<file path="config.mk">
export PLATFORM = sky130hd
export DESIGN_NAME = load_store_unit
export DESIGN_NICKNAME = d
export VERILOG_FILES = /design/src/rtl/load_store_unit.sv
export SDC_FILE = /design/constraint.sdc
export NUM_CORES = 1
export LEC_CHECK = 0
export ABC_AREA = 1
export ABC_CLOCK_PERIOD_IN_PS = 8100
export CAP_MARGIN = 20
export CORE_ASPECT_RATIO = 0.75
export CORE_MARGIN = 2
export CORE_UTILIZATION = 25
export CTS_CLUSTER_DIAMETER = 80
export DETAILED_ROUTE_END_ITERATION = 8
export PLACE_DENSITY = 0.59
export SYNTH_ARGS = -nofsm -noshare
export SYNTH_HDL_FRONTEND = slang
export SYNTH_SLANG_ARGS = --single-unit
</file>
<file path="constraint.sdc">
create_clock -name clk -period 8.1 [get_ports clk]
set_input_delay 0.81 -clock clk [delete_from_list [all_inputs] [get_ports clk]]
set_output_delay 0.81 -clock clk [all_outputs]
set_load 0.01 [all_outputs]
</file>
<file path="src/rtl/load_store_unit.sv">
// Load/store unit: accepts one CPU access at a time, drives a single-cycle SRAM
// port, and returns a one-cycle response with aligned, extended load data.
module load_store_unit #(
    parameter int unsigned ADDR_WIDTH = 12
) (
    input  logic                  clk,
    input  logic                  rst,
    input  logic                  req_valid,
    output logic                  req_ready,
    input  logic                  req_we,
    input  logic [2:0]            req_funct3,
    input  logic [31:0]           req_addr,
    input  logic [31:0]           req_wdata,
    output logic                  resp_valid,
    output logic [31:0]           resp_rdata,
    output logic                  resp_err,
    output logic [ADDR_WIDTH-1:0] mem_addr,
    output logic [3:0]            mem_be,
    output logic                  mem_we,
    output logic [31:0]           mem_wdata,
    input  logic [31:0]           mem_rdata
);

    typedef enum logic [1:0] {
        S_IDLE      = 2'd0,
        S_ACCESS    = 2'd1,
        S_READ_DATA = 2'd2,
        S_RESP      = 2'd3
    } state_t;

    state_t                r_state;
    logic                  r_req_ready;
    logic                  r_we;
    logic [2:0]            r_funct3;
    logic [1:0]            r_addr_lo;
    logic                  r_resp_valid;
    logic [31:0]           r_resp_rdata;
    logic                  r_resp_err;
    logic [ADDR_WIDTH-1:0] r_mem_addr;
    logic [3:0]            r_mem_be;
    logic                  r_mem_we;
    logic [31:0]           r_mem_wdata;

    logic                  w_illegal;
    logic                  w_misaligned;
    logic [3:0]            w_store_be;
    logic [31:0]           w_store_wdata;
    logic [7:0]            w_byte;
    logic [15:0]           w_half;
    logic [31:0]           w_load_data;
    logic                  w_unused;

    // Address bits above the SRAM word range are intentionally ignored.
    assign w_unused = ^{req_addr[31:ADDR_WIDTH+2]};

    // Request classification: illegal size code or misaligned address.
    always_comb begin
        w_illegal    = 1'b0;
        w_misaligned = 1'b0;
        if (req_we) begin
            w_illegal = (req_funct3 > 3'b010);
        end else begin
            w_illegal = (req_funct3 == 3'b011) || (req_funct3[2:1] == 2'b11);
        end
        case (req_funct3[1:0])
            2'b01:   w_misaligned = req_addr[0];
            2'b10:   w_misaligned = |req_addr[1:0];
            default: w_misaligned = 1'b0;
        endcase
    end

    // Store lane steering: data replicated across lanes, enables pick the target.
    always_comb begin
        w_store_be    = 4'b0000;
        w_store_wdata = 32'd0;
        case (req_funct3[1:0])
            2'b00: begin
                w_store_be    = 4'(4'b0001 << req_addr[1:0]);
                w_store_wdata = {4{req_wdata[7:0]}};
            end
            2'b01: begin
                w_store_be    = req_addr[1] ? 4'b1100 : 4'b0011;
                w_store_wdata = {2{req_wdata[15:0]}};
            end
            default: begin
                w_store_be    = 4'b1111;
                w_store_wdata = req_wdata;
            end
        endcase
    end

    // Load data selection and extension from the returned SRAM word.
    always_comb begin
        w_byte      = mem_rdata[{r_addr_lo, 3'b000} +: 8];
        w_half      = r_addr_lo[1] ? mem_rdata[31:16] : mem_rdata[15:0];
        w_load_data = mem_rdata;
        case (r_funct3)
            3'b000:  w_load_data = {{24{w_byte[7]}}, w_byte};
            3'b100:  w_load_data = {24'd0, w_byte};
            3'b001:  w_load_data = {{16{w_half[15]}}, w_half};
            3'b101:  w_load_data = {16'd0, w_half};
            default: w_load_data = mem_rdata;
        endcase
    end

    always_ff @(posedge clk or posedge rst) begin
        if (rst) begin
            r_state      <= S_IDLE;
            r_req_ready  <= 1'b1;
            r_we         <= 1'b0;
            r_funct3     <= 3'b000;
            r_addr_lo    <= 2'b00;
            r_resp_valid <= 1'b0;
            r_resp_rdata <= 32'd0;
            r_resp_err   <= 1'b0;
            r_mem_addr   <= '0;
            r_mem_be     <= 4'b0000;
            r_mem_we     <= 1'b0;
            r_mem_wdata  <= 32'd0;
        end else begin
            case (r_state)
                S_IDLE: begin
                    if (req_valid) begin
                        r_we        <= req_we;
                        r_funct3    <= req_funct3;
                        r_addr_lo   <= req_addr[1:0];
                        r_req_ready <= 1'b0;
                        if (w_illegal || w_misaligned) begin
                            r_state      <= S_RESP;
                            r_resp_valid <= 1'b1;
                            r_resp_err   <= 1'b1;
                            r_resp_rdata <= 32'd0;
                        end else begin
                            r_state    <= S_ACCESS;
                            r_mem_addr <= req_addr[ADDR_WIDTH+1:2];
                            r_mem_we   <= req_we;
                            if (req_we) begin
                                r_mem_be    <= w_store_be;
                                r_mem_wdata <= w_store_wdata;
                            end
                        end
                    end
                end
                S_ACCESS: begin
                    r_mem_we <= 1'b0;
                    r_mem_be <= 4'b0000;
                    if (r_we) begin
                        r_state      <= S_RESP;
                        r_resp_valid <= 1'b1;
                        r_resp_err   <= 1'b0;
                        r_resp_rdata <= 32'd0;
                    end else begin
                        r_state <= S_READ_DATA;
                    end
                end
                S_READ_DATA: begin
                    r_state      <= S_RESP;
                    r_resp_valid <= 1'b1;
                    r_resp_err   <= 1'b0;
                    r_resp_rdata <= w_load_data;
                end
                default: begin
                    r_state      <= S_IDLE;
                    r_resp_valid <= 1'b0;
                    r_req_ready  <= 1'b1;
                end
            endcase
        end
    end

    assign req_ready  = r_req_ready;
    assign resp_valid = r_resp_valid;
    assign resp_rdata = r_resp_rdata;
    assign resp_err   = r_resp_err;
    assign mem_addr   = r_mem_addr;
    assign mem_be     = r_mem_be;
    assign mem_we     = r_mem_we;
    assign mem_wdata  = r_mem_wdata;

endmodule

</file>
Word level (Yosys, flattened, before mapping)
Cells that the tools add are included.

storage, ports and cells
  output and inout port bits = 84
  bits of input ports = 103
  register bits = 92
  word-level logic and storage cells = 78

cells by class
  bitwise operators = 2
  equal/unequal tests = 14
  muxes and demuxes = 30
  shift-type cells = 2
  reduce and logical (&&, ||, !) cells = 17
  magnitude comparators = 1

operators with widths
  cell                   count
  $pmux W32 S4           1
  $mux W32               3
  $pmux W32 S3           1
  $pmux W32 S2           1
  $shiftx A32 B6 Y8      1
  $mux W16               1
  $mux W4                4
  $pmux W4 S2            2
  $reduce_and A4 Y1      3
  $ne A2 B2 Y1 const B   5
  $mux W1                9
  $reduce_and A3 Y1      3
  $eq A2 B2 Y1 const B   3
  $eq A3 B3 Y1 const B   2
  $pmux W1 S2            3
  $pmux W1 S3            2
  $pmux W2 S3            1
  $eq A2 B1 Y1 const B   2
  $logic_not A2 Y1       2
  $mux W2                2
  $reduce_and A2 Y1      2
  $reduce_or A2 Y1       2
  $shl A1 B2 Y4 const A  1
  $eq A3 B1 Y1 const B   1
  other kinds (7)        9

Depth between registers and ports, before layout
Gate-level depths: netlist (run 1).

  depth in word-level cells = 7
  mapped depth = 12
  depth with buffers taken out = 10

Worst setup path after synthesis (run 1)
No wires, ideal clock.

  path type = input port to flip-flop
  from = in req_funct3[0]
  to = reg r_mem_wdata[31] (netlist: mem_wdata[31])
  arrival = 1.904 ns
  data required time = 7.979 ns
  library setup time = 0.121 ns
  stages on the path = 10
  slack = 6.075 ns
  cells stage by stage = inv_1 -> ha_1 -> nand3_1 -> nand3_2 -> nor2_4 -> nand2_2 -> buf_6 -> buf_6 -> nand2_1 -> o21ai_2

between the ends
  longest elaborated chain between the ends = 6

ends and longest elaborated chain
  item                                                                  RTL line  RTL
  start, declared                                                       11        input logic [2:0] req_funct3,
  parallel branches: the longest is 6 deep, another holds $gt A3 B2 Y1  --
  end signal, assigned                                                  139       r_mem_wdata <= w_store_wdata;
  end, declared                                                         42        logic [31:0] r_mem_wdata;

Several ways; the timed one is not identified.
A chain may end at the register's enable or synchronous reset.

Worst setup path after layout (run 1)
  from = in req_funct3[1]
  to = reg r_mem_wdata[23] (netlist: mem_wdata[23])

between the ends
  longest elaborated chain between the ends = 6

ends and longest elaborated chain
  item
  parallel branches: the longest is 6 deep, another holds $gt A3 B2 Y1

Several ways; the timed one is not identified.

==> out/qor.yml, run 1 <==
r2r-end: "mem_wdata[28]"
io_pins: 187
drc: 0
swShare_pct: 41.36
met2_length_um: 6444
cts_buffer_depth: 2
cap_violations: 0
grt_max_degree: 65
worst_slew_pin_slew_ns: 0.9558
syn2layout_area_growth_pct: 44.07
drive_above_1_share_pct: 7.623
hold_violations: 0
avgSynthCellArea_um2: 7.799
grt_pass1_wl_um: 23470
cts.reportedPaths.clkPinSlew_ns: 0.07
syn_area_um2: 4812
worstHoldPathCells: 2
finalSetupViolations: 0
final_area_um2: 6933
power_density_nw_per_um2: 363.9
slew_headroom_pct: 36.04
grt_use_total_pct: 15.21
met1_length_um: 7375
crit_path_start: "req_funct3[1]"
cp_max_fo: 14
p_sw_mw: 1.043
final_cell_mix: "188 x nand2_1, 168 x clkdlybuf4s50_1, 91 x dfrtp_1, 71 x o21ai_0, 52 x nor2_1"
yosys_warnings: 0
regArea_um2: 2303
pwr-share-seq_pct: 32.4
routedWlPerCell_um: 14.94
met3_length_um: 1191
cp_slowest_stage_delay_ns: 0.80
num_rows: 43
ys_ff_latch: 92
ir_drop_v: 0.0001369
worstPathRequired_ns: 8.38
cpMaxStageDelayCell: "nor2_1"
core_area_um2: 18670
min_path_type: "flop to flop"
num_antenna_cells: 0
die_w_um: 164.2
layout_commonest_cell: "nand2_1"
cts_tree: "done"
dp_hpwl_um: 11240
worstReg2RegStart: "r_state[0]"
final_nets: 880
vias: 4524
top_layer_used: "met4"
fmax_mhz: 300.2
clk_latency_ns: 0.36
setup_tns_ns: 0
arrival_ns: 3.61
skew_ns: 0.007582
yosysSeqAreaShare_pct: 47.87
path_cells: "clkdlybuf4s50_1 -> inv_2 -> ha_1 -> nor2_1 -> inv_1 -> o21ai_0 -> o21ai_0 -> o21ai_1"
start_util_pct: 25.78
place_congestion: 0.8192
post-route-period-util_pct: 41.13
antenna_found_initial: 0
clkPwrFrac_pct: 16.5
synthCells: 617
ctsResizeCount: 0
synth_cell_types: 26
synth_top_area_share_pct: 47.32
min-delay-start: "mem_addr[11]"
r2r_cells: 8
slew_viol_final: 0
instances_no_fill: 1021
end_kind: "flop"
dieArea_um2: 20390
htree_levels: 3
internal_power_mw: 1.479
via_per_inst: 4.431
dp_cells: 1005
overflow: 0
cts-root-buf: "clkbuf_16"
numCtsBuffers: 9
chipHeight_um: 124.2
p_leak_nw: 3.135
drt-pass1-iter-count: 5
min_period_ns: 3.331
critPathTopFamily: "buffers and inverters"
ant_nets: 0
finalPower_mw: 2.523
cts_sinks: 92
cp-start-kind: "primary input"
drt_iter0_drc: 282
post_cts_buffers: 0
numPortBuffers: 168
path_buf_inv: 3
n_fill_cell: 1945
r2r_setup_slack_ns: 5.71
outcome: "finished, final reports clean"
holdBufCountCts: 0
worstSetupPathType: "primary input to flop"
postPlaceCellArea_um2: 6650
multi_input_area_um2: 2131
netlist_top_cells_area: "dfrtp_1 47%, nand2_1 15%, o21ai_0 7.4%"
grt_pass1_vias: 4174
synth_nets: 728
critPathMostFrequentCell: "o21ai_0"
min_to: "mem_addr[11]"
yosys.area.top_type: "dfrtp_1"
p_comb_share_pct: 51.1
wl_um: 15250
rsz0062_at_grt: "false"
==> cell usage after synthesis <==
library cell and number:
nand2_1 188, a21oi_1 44, nor2_1 52, o21ai_2 23, o21ai_1 19, nand3_1 19
clkbuf_1 8, dfrtp_1 91, o211ai_1 5, clkinv_1 1, nand2_4 2, and2_1 1
nand2_2 2, nand4_1 1, nand3_2 3, o21ai_0 71, ha_1 8, nor3_1 2
or2_2 3, dfstp_2 1, buf_2 14, nor2_4 1, buf_6 8, inv_1 45
inv_2 4, nand3b_1 1
==> area by class of cell <==
class	count	share of cell area, %
sequential	92	33.23
clock inverter	7	0.8302
tap	247	4.458
multi-input combinational	445	30.73
inverter	50	2.743
timing repair buffer	171	24.76
clock buffer	9	3.249
==> layer usage <==
metal	up-vias	global-route usage, %
met5	-	0
li1	2305	-
met3	14	5.162
met4	0	4.167
met2	134	20.97
met1	2071	22.31
==> logic make-up (layout without fill, tap and decap cells) <==
logic type                 after synthesis  count (layout)  synth area share [%]
adders and majority gates                8               8                 2.080
AOI/OAI and AO/OA                      162             162                 18.90
buffers and inverters                   80             237                 7.852
and+or+nand+nor                        275             275                 23.30
DFF                                     92              92                 47.87
==> state kept, by name, summed over array words and instances (netlist names) <==
register and flops:
mem_be 4, r_addr_lo 2, r_state 2, req_ready 1, mem_addr 12, r_we 1
mem_wdata 32, mem_we 1, resp_rdata 32, r_funct3 3, resp_err 1, resp_valid 1
==> per-stage QoR <==
stage	setup slack, ns	hold WS, ns	utilization (%)
finish	4.769	0.4728	37.14
global route	4.409	0.4882	37.14
CTS	4.641	0.4761	37.14
detailed placement	4.272	0.4589	35.62
global placement	4.157	0.4552	35.51
floorplan	4.900	0.4530	-
==> power groups by stage <==
stage          Clock [mW]  Combinational, mW  Sequential [mW]
2_1_floorplan           0              0.648            0.875
3_3_place_gp            0               1.27            0.822
3_5_place_dp            0               1.30            0.823
4_1_cts             0.436               1.30            0.819
5_1_grt             0.451               1.44            0.850
6_report            0.416               1.29            0.817
==> how the worst max path moves through the flow <==
| stage | end | slack, ns | cells past startpoint |
|---|---|---|---|
| 2_1_floorplan | mem_addr[0] | 4.90 | 1 |
| 3_3_place_gp | resp_rdata[14] | 4.16 | 9 |
| 3_5_place_dp | mem_wdata[23] | 4.27 | 8 |
| 4_1_cts | mem_wdata[23] | 4.64 | 8 |
| 5_1_grt | mem_wdata[23] | 4.41 | 8 |
| 6_report | mem_wdata[23] | 4.77 | 8 |
==> worst register-to-register path: stages, from the launching register on <==
cell,delay [ns]
dfrtp_1,0.40
inv_1,0.11
ha_1,0.29
nand2_1,0.31
nor2_4,0.42
nand2_2,0.10
buf_4,0.35
nand2_1,0.22
o21ai_2,0.06
No activity file was read; power rests on OpenSTA's default activity.
==> inputs of run 2 (changes only) <==
--- a/config.mk
+++ b/config.mk
@@ -6,14 +6,14 @@
 export NUM_CORES = 1
 export LEC_CHECK = 0
 export ABC_AREA = 1
-export ABC_CLOCK_PERIOD_IN_PS = 8100
+export ABC_CLOCK_PERIOD_IN_PS = 2700
 export CAP_MARGIN = 20
 export CORE_ASPECT_RATIO = 0.75
 export CORE_MARGIN = 2
 export CORE_UTILIZATION = 25
 export CTS_CLUSTER_DIAMETER = 80
 export DETAILED_ROUTE_END_ITERATION = 8
-export PLACE_DENSITY = 0.59
+export PLACE_DENSITY = 0.61
 export SYNTH_ARGS = -nofsm -noshare
 export SYNTH_HDL_FRONTEND = slang
 export SYNTH_SLANG_ARGS = --single-unit
==> constraint.sdc (replaced) <==
create_clock -name clk -period 2.7 [get_ports clk]
set_input_delay 0.27 -clock clk [delete_from_list [all_inputs] [get_ports clk]]
set_output_delay 0.27 -clock clk [all_outputs]
set_load 0.01 [all_outputs]
==> out/qor.yml, run 2 (synthesis results as in run 1) <==
outcome: "finished, final reports clean"
die_w_um: 164.2
drc: 0
final_nets: 886
via_per_inst: 4.457
p_sw_mw: 3.088
numCtsBuffers: 9
slew_headroom_pct: 59.18
clkPwrFrac_pct: 18.2
cts_sinks: 92
vias: 4577
cts_tree: "done"
post-route-period-util_pct: 79.03
skew_ns: 0.008311
final_cell_mix: "188 x nand2_1, 168 x clkdlybuf4s50_1, 91 x dfrtp_1, 71 x o21ai_0, 52 x nor2_1"
holdBufCountCts: 0
fmax_mhz: 468.7
regArea_um2: 2303
io_pins: 187
numPortBuffers: 168
dieArea_um2: 20390
clk_latency_ns: 0.35
pre_cts_slack_ns: 0.1696
antenna_found_initial: 0
multi_input_area_um2: 2131
n_fill_cell: 1912
chipHeight_um: 124.2
ant_nets: 0
cts-root-buf: "clkbuf_16"
finalWorstSetupSlack_ns: 0.5662
rsz0062_at_grt: "false"
layout_commonest_cell: "nand2_1"
ctsResizeCount: 0
overflow: 0
grt_max_degree: 63
cp_max_fo: 13
busiest_layer: "met1"
cap_violations: 0
cts.reportedPaths.clkPinSlew_ns: 0.07
cts_buffer_depth: 2
grt.met2_usage_pct: 20.21
htree_levels: 3
syn2layout_area_growth_pct: 46.36
power_density_nw_per_um2: 1098
end_kind: "flop"
worstPathRequired_ns: 2.93
p_comb_share_pct: 50.9
start_util_pct: 25.78
drt_iter0_drc: 260
wl_um: 15160
drt-pass1-iter-count: 5
p_leak_nw: 3.193
drive_above_1_share_pct: 8.333
routedWlPerCell_um: 14.76
post_cts_buffers: 0
dp_hpwl_um: 11200
grt_pass1_wl_um: 23720
finalSetupViolations: 0
min_path_type: "primary input to async pin"
slew_viol_final: 0
place_congestion: 0.8289
pwr-share-seq_pct: 30.9
internal_power_mw: 4.645
use_met1_pct: 22.78
min_period_ns: 2.134
grt_pass1_vias: 4284
num_antenna_cells: 0
grt_use_total_pct: 15.14
gr-usage-met3_pct: 4.229
num_rows: 43
hold_violations: 0
swShare_pct: 39.93
setup_tns_ns: 0
ir_drop_v: 0.0003970
core_area_um2: 18670
cp-start-kind: "primary input"
worst_slew_pin_slew_ns: 0.6116
worstSetupPathType: "primary input to flop"
arrival_ns: 2.36
==> run 2: cell types whose count changed in the layout (fill, tap and decap cells not counted) <==
cell       before  now
inv_6           3    2
inv_8           1    0
buf_12          1    3
bufinv_16       0    2
buf_4           2    6
==> run 2: worst max-delay path, stage by stage <==
cell and delay (ns):
clkdlybuf4s50_1 0.61, inv_2 0.12, ha_1 0.21, nand2_1 0.07
nand2_1 0.05, nand3_1 0.12, nand3_2 0.14, nor2_4 0.12
buf_4 0.20, inv_1 0.23, nand3_1 0.16, o21ai_2 0.06
==> run 2: power groups by stage <==
stage / sequential (mW) / combinational (mW) / clock, mW
finish: 2.39 / 3.94 / 1.41
global route: 2.49 / 4.42 / 1.51
floorplan: 2.63 / 1.94 / 0
CTS: 2.40 / 3.98 / 1.46
global placement: 2.41 / 3.94 / 0
detailed placement: 2.41 / 3.97 / 0
==> run 2: cell type report <==
cell class / instances / area share (%)
inverter: 50 / 2.700
tap: 247 / 4.388
sequential: 92 / 32.71
clock buffer: 9 / 3.198
multi-input combinational: 445 / 30.25
timing repair buffer: 177 / 25.37
clock inverter: 7 / 1.386
==> run 2: stage by stage <==
step	util (%)	hold WS [ns]	cell area, um2	power, mW	instances
global route	37.73	0.2775	7043	8.416	1027
finish	37.73	0.2567	7043	7.734	1027
global placement	36.00	0.4550	6720	6.344	1011
floorplan	-	0.3867	4812	4.569	617
detailed placement	36.00	0.4600	6720	6.379	1011
CTS	37.73	0.2605	7043	7.844	1027
==> run 2: final timing paths <==
check / start / to / depth (start not counted) / slack (ns)
max reg2reg: r_state[0] / mem_we / 8 / 0.59
min in group clk: req_addr[2] / mem_addr[0] / 3 / 0.46
max in group asynchronous: rst / mem_wdata[10] / 3 / 1.82
max: req_funct3[1] / mem_we / 12 / 0.57
min reg2reg: mem_addr[11] / mem_addr[11] / 2 / 0.47
min: rst / resp_rdata[2] / 2 / 0.26
==> run 2: per-layer routing <==
layer,wire [um],share of wire [%],up-vias
met5,0,0,-
met4,323,2.1,0
met3,1086,7.2,22
met2,6167,41,143
met1,7581,50,2090
li1,-,-,2322
